$ cat config.mk
export PLATFORM = sky130hd
export DESIGN_NAME = frame_mem_arbiter
export DESIGN_NICKNAME = d
export VERILOG_FILES = /design/src/rtl/frame_mem_arbiter.sv
export SDC_FILE = /design/constraint.sdc
export NUM_CORES = 1
export LEC_CHECK = 0
export BUFFER_PORTS_ARGS = -buffer_cell sky130_fd_sc_hd__buf_2
export CAP_MARGIN = 10
export CORE_MARGIN = 2
export CORE_UTILIZATION = 51
export CTS_BUF_LIST = sky130_fd_sc_hd__clkbuf_4
export DETAILED_ROUTE_END_ITERATION = 16
export PLACE_DENSITY = 0.86
export SETUP_SLACK_MARGIN = 0.15
export SLEW_MARGIN = 20
export SYNTH_ARGS = -nofsm -noshare
export SYNTH_HDL_FRONTEND = slang
export SYNTH_SLANG_ARGS = --single-unit
$ cat constraint.sdc
create_clock -name clk -period 2.48 [get_ports clk]
set_clock_uncertainty 0.15 [all_clocks]
set_input_delay 0.372 -clock clk [delete_from_list [all_inputs] [get_ports clk]]
set_output_delay 0.372 -clock clk [all_outputs]
set_load 0.01 [all_outputs]
$ cat src/rtl/frame_mem_arbiter.sv
// frame_mem_arbiter: shares one SDRAM burst command port between the camera
// write path and the LCD read path. Read wins ties, except that a bounded
// streak of read grants while a write waits forces a write grant.
// Optional feature macro: ARBITER_TIMEOUT_EN adds a WAIT_DONE watchdog that
// sets a sticky timeout_err and completes the burst on expiry.
module frame_mem_arbiter #(
   parameter int unsigned ADDR_WIDTH     = 21,
   parameter int unsigned MAX_RD_STREAK  = 4,
   parameter int unsigned TIMEOUT_CYCLES = 1024,
   parameter int unsigned LOG_LEVEL      = 1
) (
   input  logic                  clk,
   input  logic                  reset_n,
   input  logic                  wr_rq,
   input  logic [ADDR_WIDTH-1:0] wr_addr,
   output logic                  wr_ack,
   output logic                  wr_done,
   output logic                  wr_data_req,
   input  logic                  rd_rq,
   input  logic [ADDR_WIDTH-1:0] rd_addr,
   output logic                  rd_ack,
   output logic                  rd_done,
   output logic                  rd_data_valid,
   output logic                  mem_cmd_valid,
   output logic                  mem_cmd_we,
   output logic [ADDR_WIDTH-1:0] mem_cmd_addr,
   input  logic                  mem_cmd_ready,
   input  logic                  mem_data_req,
   input  logic                  mem_rd_valid,
   input  logic                  mem_done,
   output logic                  timeout_err
);

   localparam int unsigned STREAK_W = (MAX_RD_STREAK < 1) ? 1 : $clog2(MAX_RD_STREAK + 1);

   typedef enum logic [1:0] {IDLE, ISSUE, WAIT_DONE, GAP} state_t;
   typedef enum logic [1:0] {OWN_NONE, OWN_WR, OWN_RD} owner_t;

   state_t                state, state_nx;
   owner_t                owner, owner_nx;
   logic [STREAK_W-1:0]   streak, streak_nx;
   logic                  cmd_valid_nx, cmd_we_nx;
   logic [ADDR_WIDTH-1:0] cmd_addr_nx;
   logic                  wr_ack_nx, rd_ack_nx, wr_done_nx, rd_done_nx;
   logic                  pick_wr_c;
   logic                  streak_max_c;
   logic                  data_phase_c;
   logic                  tmo_hit_c;
   logic                  unused_cfg;

   // LOG_LEVEL only steers simulation messages; it has no hardware effect.
   assign unused_cfg = (LOG_LEVEL != 0) ^ (TIMEOUT_CYCLES != 0);

`ifdef ARBITER_TIMEOUT_EN
   localparam int unsigned TMO_W = (TIMEOUT_CYCLES < 2) ? 1 : $clog2(TIMEOUT_CYCLES + 1);

   logic [TMO_W-1:0] tmo_cnt;

   assign tmo_hit_c = (state == WAIT_DONE) && (tmo_cnt == TMO_W'(TIMEOUT_CYCLES - 1));

   // Watchdog: counts cycles spent in WAIT_DONE, clears on every other state.
   always_ff @(posedge clk) begin
      if (!reset_n) begin
         tmo_cnt     <= '0;
         timeout_err <= 1'b0;
      end else begin
         if (state == WAIT_DONE) tmo_cnt <= tmo_cnt + TMO_W'(1);
         else                    tmo_cnt <= '0;
         if (tmo_hit_c && !mem_done) timeout_err <= 1'b1;
      end
   end
`else
   assign tmo_hit_c   = 1'b0;
   assign timeout_err = 1'b0;
`endif

   assign streak_max_c = (streak == STREAK_W'(MAX_RD_STREAK));

   // Strobe steering: only the burst owner sees controller data strobes.
   assign data_phase_c  = (state == ISSUE) || (state == WAIT_DONE);
   assign wr_data_req   = mem_data_req & data_phase_c & (owner == OWN_WR);
   assign rd_data_valid = mem_rd_valid & data_phase_c & (owner == OWN_RD);

   // State and registered-output update.
   always_ff @(posedge clk) begin
      if (!reset_n) begin
         state         <= IDLE;
         owner         <= OWN_NONE;
         streak        <= '0;
         mem_cmd_valid <= 1'b0;
         mem_cmd_we    <= 1'b0;
         mem_cmd_addr  <= '0;
         wr_ack        <= 1'b0;
         rd_ack        <= 1'b0;
         wr_done       <= 1'b0;
         rd_done       <= 1'b0;
      end else begin
         state         <= state_nx;
         owner         <= owner_nx;
         streak        <= streak_nx;
         mem_cmd_valid <= cmd_valid_nx;
         mem_cmd_we    <= cmd_we_nx;
         mem_cmd_addr  <= cmd_addr_nx;
         wr_ack        <= wr_ack_nx;
         rd_ack        <= rd_ack_nx;
         wr_done       <= wr_done_nx;
         rd_done       <= rd_done_nx;
      end
   end

   // Next-state, grant selection, streak bookkeeping and pulse generation.
   always_comb begin
      state_nx     = state;
      owner_nx     = owner;
      streak_nx    = streak;
      cmd_valid_nx = mem_cmd_valid;
      cmd_we_nx    = mem_cmd_we;
      cmd_addr_nx  = mem_cmd_addr;
      wr_ack_nx    = 1'b0;
      rd_ack_nx    = 1'b0;
      wr_done_nx   = 1'b0;
      rd_done_nx   = 1'b0;
      pick_wr_c    = wr_rq & (~rd_rq | streak_max_c);

      unique case (state)
         IDLE: begin
            if (wr_rq || rd_rq) begin
               owner_nx     = pick_wr_c ? OWN_WR : OWN_RD;
               cmd_we_nx    = pick_wr_c;
               cmd_addr_nx  = pick_wr_c ? wr_addr : rd_addr;
               cmd_valid_nx = 1'b1;
               state_nx     = ISSUE;
            end
         end
         ISSUE: begin
            if (mem_cmd_valid && mem_cmd_ready) begin
               cmd_valid_nx = 1'b0;
               state_nx     = WAIT_DONE;
               if (owner == OWN_WR) begin
                  wr_ack_nx = 1'b1;
                  streak_nx = '0;
               end else begin
                  rd_ack_nx = 1'b1;
                  if (!wr_rq)            streak_nx = '0;
                  else if (!streak_max_c) streak_nx = streak + STREAK_W'(1);
               end
            end
         end
         WAIT_DONE: begin
            if (mem_done || tmo_hit_c) begin
               wr_done_nx = (owner == OWN_WR);
               rd_done_nx = (owner == OWN_RD);
               owner_nx   = OWN_NONE;
               state_nx   = GAP;
            end
         end
         GAP: begin
            owner_nx = OWN_NONE;
            state_nx = IDLE;
         end
         default: state_nx = IDLE;
      endcase
   end

endmodule
Word-level counts from Yosys, hierarchy flattened. Index checks and enable logic that the tools add are counted.

Output and inout bits: 30. Input bits: 50. Logic and storage cells: 58. Bits in registers: 34.

$add $sub $neg: 1. Mux-type cells: 17. Equality and inequality tests: 10. Bitwise gates (word level): 7. Reductions and logical operators: 13.

Operators with widths (number): $mux 21 (1); $reduce_and 3->1 (6); $mux 2 (6); $mux 3 (3); $pmux 2 s4 (1); $eq 2x2->1 const B (3); $pmux 2 s3 (1); $and 1x1->1 (5); $eq 2x1->1 const B (2); $mux 1 (4); $ne 2x2->1 const B (2); $add 3x1->3 const B (1); $eq 3x3->1 const B (1); $ne 3x2->1 const B (1); $reduce_bool 3->1 (1); $logic_not 2->1 (1); $logic_or 1x1->1 (2); $ne 2x1->1 const B (1); $pmux 1 s2 (1); $reduce_and 2->1 (1); $reduce_bool 2->1 (1); $logic_and 1x1->1 (1); $not 1->1 (1); $or 1x1->1 (1).

Logic depth before layout (Yosys ltp).
Depth in word-level cells: 6. Gate-level depth with buffers: 6. Depth with buffers taken out: 5.

Worst setup path after synthesis. Ideal clock, no wire load.

Path type: register to register. From: reg state[0]. To: reg owner[1]. Library setup time: 0.087 ns. Cell stages (with the launch flop): 6. Data required time: 2.243 ns. Period minus slack after synthesis: 1.659 ns. Arrival time: 1.422 ns. Path buffers: 0. Slack: 0.821 ns. Cell sequence: dfxtp_1 > inv_1 > ha_1 > nor3b_1 > or3_1 > o31ai_1.

Cells in the longest elaborated chain, start to end: 3. Elaborated cells on any way between the ends: 8. Those cells by class: eq/ne (4); mux (1); reduce/logical (3).

Ends and longest elaborated chain: from (decl) (RTL line 39) `state_t state, state_nx;`; from (signal assigned) (RTL line 98) `state <= state_nx;`; $eq 2x2->1 or $logic_not 2->1 (tied branches) (RTL line 125) `unique case (state)`; $ne 2x2->1 (no line) or $reduce_bool 3->1 (tied branches); $reduce_and 3->1 (no line); to (signal assigned) (RTL line 99) `owner <= owner_nx;`; to (decl) (RTL line 40) `owner_t owner, owner_nx;`.

Parallel ways exist; a longest one is shown, timed or not. A chain may end at the register's enable or synchronous reset.

Worst setup path after layout.
From: reg state[0]. To: out rd_data_valid.

Cells in the longest elaborated chain, start to end: 4. Elaborated cells on any way between the ends: 5. Those cells by class: eq/ne (2); bitwise (2); reduce/logical (1).

Ends and longest elaborated chain: $eq 2x1->1 or $eq 2x2->1 (tied branches) (RTL line 80) `assign data_phase_c = (state == ISSUE) || (state == WAIT_DONE);`; $logic_or 1x1->1 (*) (RTL line 80); $and 1x1->1 (*) (2 in a row) (RTL line 82) `assign rd_data_valid = mem_rd_valid & data_phase_c & (owner == OWN_RD);`; to (decl) (RTL line 23) `output logic rd_data_valid,`.

Mark *: on every way between the ends. The rest lies on a longest branch, timed or not.

==> impl.org <==
** Clock network
- The number of setup buffers added after CTS is 0.
- Buffer levels on the longest clock path :: 2
- For this design, the sink count on the clock tree is 34.
- Clock latency on the worst-skew pair, taken at its later pin, is 0.34 ns.
- The number of hold buffers added after CTS was 0.
- Clock H-tree levels :: 2
- Cell chosen for the clock root :: sky130_fd_sc_hd__clkbuf_4
- CTS Buf Count :: 5
- After clock tree synthesis, the clock-pin slew on the worst setup and hold paths is 0.10 ns.
- Count of instances resized after the clock tree is built :: 0
- TritonCTS built the clock tree.

** Final layout
- Diodes inserted :: 0
- Post-layout nets :: 327
- Final Core Density :: 64.3%
- Fraction of layout cells with a size suffix above 1 :: 33.7%
- The area growth from synthesis to layout is 20.8%.

** Place
- Setup slack at placement :: 0.475 ns
- Hpwl dp :: 2.97 mm
- Count of input and output buffers :: 78
- Final Wtd Congestion :: 0.744

** Synth
- Summing the areas of all xor and xnor instances in the mapped netlist gives 0% of the synthesized area.
- Number of nets produced by synthesis :: 258
- Of all flip-flops after synthesis, the portion carrying an async set or reset was 0%.
- Average cell area after synthesis :: 8.90 um2
- Most used flip-flop cell after synthesis :: sky130_fd_sc_hd__dfxtp_1
- Portion of netlist area occupied by mux cells :: 0.559%
- Sequential cells were found to cover 38.0% of the synthesized design area.
- Largest cells by area after synthesis :: sky130_fd_sc_hd__dfxtp_1 38%, sky130_fd_sc_hd__a211oi_1 18%, sky130_fd_sc_hd__o21ai_0 6.2%
- Top post-synthesis cells by count :: 42 x sky130_fd_sc_hd__a211oi_1, 34 x sky130_fd_sc_hd__dfxtp_1, 25 x sky130_fd_sc_hd__nor2_1
- Count of distinct cell types in the synthesized netlist :: 38
- Synth Instances :: 201
- Yosys printed 0 warnings.
- The synthesized netlist devotes 33.6% of its cell area to compound gates.
- Of the total synthesized cell area, the portion taken by AND, OR, NAND and NOR gates is 13.5%.
- Counting flops and latches in the post-synthesis netlist gives 34.
- Portion of synthesized cell area occupied by the leading cell type :: 38.0%
- After synthesis, the largest family of logic cells by area is compound AO/OA/AOI/OAI gates.
- Counting flops with a built-in enable in the synthesized netlist gives 0.
- Synthesized cell area :: 1790 um2
- Cell with the most instances after synthesis :: sky130_fd_sc_hd__a211oi_1
- Adder and majority gate portion of the synthesized area :: 4.90%
- sky130_fd_sc_hd__dfxtp_1 takes more of the synthesized area than any other cell.

** Critical path
- Launch instance of the worst register-to-register path :: streak[0]$_SDFFE_PN0P_
- Critical Setup Path Class :: flip-flop to output port
- CP required :: 1.96 ns
- In this run the register-to-register setup slack is 0.62 ns.
- First element of the critical path :: state[0]$_SDFFE_PN0P_
- Critical path endpoint :: rd_data_valid
- Data arrival at the endpoint of the critical path :: 1.51 ns
- Along the worst path, the maximum fanout reaches 5.
- The worst setup path is launched from a flip-flop.
- The worst register-to-register path has a depth of 5.
- Type of destination of the critical path :: output port
- The worst register-to-register path ends at mem_cmd_addr[17]$_SDFFE_PN0P_.

** Min path
- Hold WC Path Type :: input pin to flip-flop

** Floorplanning
- Placeable core area :: 3360 um2
- Initial Utilization :: 53.2%
- The die is 63.2 um tall.
- The die is 63.2 um wide.
- Die area :: 4000 um2
- In this run the count of I/O pins placed on the die edge is 80.
- Core Rows :: 21

** Pwr
- Share of total power consumed by net switching :: 39.6%
- In this run, the clock network consumes 15.6% of the power.
- The internal power of the cells totals 1130 uW.
- In this run, flip-flops and latches consume 42.5% of the power.
- Summed over all cells, the static leakage comes to 0.000947 uW.
- In this run the power spent charging and discharging nets is 741 uW.
- Across the VDD grid, the largest voltage drop is 0.382 mV.
- Combinational cells account for 41.9% of the total power.
- Power spread over the standard cell area amounts to 865 nW/um2.

** Run status
- Run status :: finished clean

** STA
- At the pin with the least slew margin, the transition time is 0.982 ns.
- RSZ-0062 raised after global routing :: no
- Period utilisation layout :: 81.8%
- Number of failing hold endpoints at the final stage :: 0
- In the post-route analysis, the smallest setup slack over all paths is 0.452 ns.
- Adding up every negative setup slack in the final design gives 0 ns.
- Final hold analysis gives a worst-case slack of 0.162 ns.
- Crit path time final :: 2.03 ns
- Total of endpoints with negative setup slack in the final report :: 0
- Headroom to the max-slew limit :: 34.3%
- Derived from the worst setup path, the maximum achievable clock frequency is 0.493 GHz.
- The final count of pins violating max slew came to 0.

** Drt
- Detailed-route wire length per cell :: 13.8 um
- For this run, design rule violations remaining after detail routing come to 0.
- The detailed router used layers up to and including met4.
- Remaining antenna violation count :: 0
- Detailed routing placed a total of 2.19 mm of wire on met2.
- The pre-antenna-repair detailed-routing pass consisted of 4 iterations.
- Dividing the detail-routed via count by the number of cells gives 5.68.
- Count of vias placed by the detailed router :: 1795
- Wire length after detailed routing :: 4.35 mm
- Sum of routed wire segments on met1 :: 1.83 mm
- Wire segments on met3 add up to 234 um in the final route.
- Initial DRC count :: 97

** Global route
- Total congestion overflow :: 0
- Number of global-route vias before repair :: 1651
- Wire length of the first global-routing pass :: 7.04 mm
- The initial antenna violation count came to 0.
- Entering global routing, the biggest net connects 44 pins.
- Global routing used 22.1% of the available tracks across all layers.

** Job
- Max-cap violations in this run came to 0.
-- area by class of cell --
class | count | area (um2)
clock inverter | 2 | 10.0
timing repair buffer | 80 | 405
multi-input combinational | 144 | 952
sequential | 34 | 681
tap | 46 | 57.6
clock buffer | 5 | 37.5
inverter | 5 | 18.8
fill | 293 | 1200
-- cells by family after synthesis --
kind of cell	Yosys count
fa+ha+maj	7
simple gates	50
mux	1
other cells	1
buf+inv	23
flops	34
compound gates	85
-- routing by layer --
| metal | global-route usage (%) | vias to the layer above |
|---|---|---|
| met3 | 4.64 | 9 |
| met2 | 37.5 | 55 |
| met1 | 25.9 | 843 |
| li1 | - | 888 |
| met5 | 0 | - |
| met4 | 12.0 | 0 |
-- sequential cells by signal (all words and copies together) (netlist names) --
register / cells
owner: 2
mem_cmd_valid: 1
mem_cmd_addr: 21
streak: 3
rd_done: 1
rd_ack: 1
mem_cmd_we: 1
wr_ack: 1
wr_done: 1
state: 2
-- power by group through the flow --
stage	Combinational, uW	Sequential [uW]	Clock (uW)
floorplan	498	857	0
global placement	769	801	0
detailed placement	786	805	0
CTS	790	794	298
global route	874	812	328
finish	784	796	291
-- stage by stage --
step                      power [uW]  cells  cell area, um2
after floorplan                 1360    201            1790
after global placement          1570    309            2110
after detailed placement        1590    309            2110
after CTS                       1880    316            2160
after global routing            2010    316            2160
final                           1870    316            2160
-- cells in the final DEF (no fill, tap or decap), types with 2 or more instances in the layout --
cell                       Yosys  routed
sky130_fd_sc_hd__buf_2         3      78
sky130_fd_sc_hd__a211oi_1     42      42
sky130_fd_sc_hd__dfxtp_1      34      34
sky130_fd_sc_hd__nor2_1       25      25
sky130_fd_sc_hd__o21ai_0      22      22
sky130_fd_sc_hd__nand2_1       7       7
sky130_fd_sc_hd__ha_1          7       7
sky130_fd_sc_hd__inv_1         5       5
sky130_fd_sc_hd__clkbuf_4      0       5
sky130_fd_sc_hd__and3_1        4       4
sky130_fd_sc_hd__a21boi_0      4       4
sky130_fd_sc_hd__nor3b_1       3       3
sky130_fd_sc_hd__a32oi_1       3       3
sky130_fd_sc_hd__nor2b_1       2       2
sky130_fd_sc_hd__o311ai_0      2       2
sky130_fd_sc_hd__o31ai_1       2       2
sky130_fd_sc_hd__a21oi_1       2       2
sky130_fd_sc_hd__nand3_1       2       2
sky130_fd_sc_hd__nand4_1       2       2
sky130_fd_sc_hd__clkinv_2      0       2
sky130_fd_sc_hd__buf_4         2       2
-- worst max-delay path, cell delays in order (launching register included) --
cell	delay, ns
sky130_fd_sc_hd__dfxtp_1	0.42
sky130_fd_sc_hd__inv_1	0.09
sky130_fd_sc_hd__ha_1	0.32
sky130_fd_sc_hd__and4b_1	0.21
sky130_fd_sc_hd__buf_2	0.13
-- worst min path at each step --
stage                           from                 end  slack, ns  cells after the start
2_1_floorplan  owner[0]$_SDFFE_PN0P_  rd_done$_SDFF_PN0_       0.28                      1
3_3_place_gp   owner[0]$_SDFFE_PN0P_  rd_done$_SDFF_PN0_       0.33                      1
3_5_place_dp   owner[0]$_SDFFE_PN0P_  rd_done$_SDFF_PN0_       0.34                      1
4_1_cts                     mem_done  wr_done$_SDFF_PN0_       0.16                      3
5_1_grt                     mem_done  wr_done$_SDFF_PN0_       0.17                      3
6_report                    mem_done  wr_done$_SDFF_PN0_       0.16                      3
Note: power is estimated with default switching activity, not from simulation.
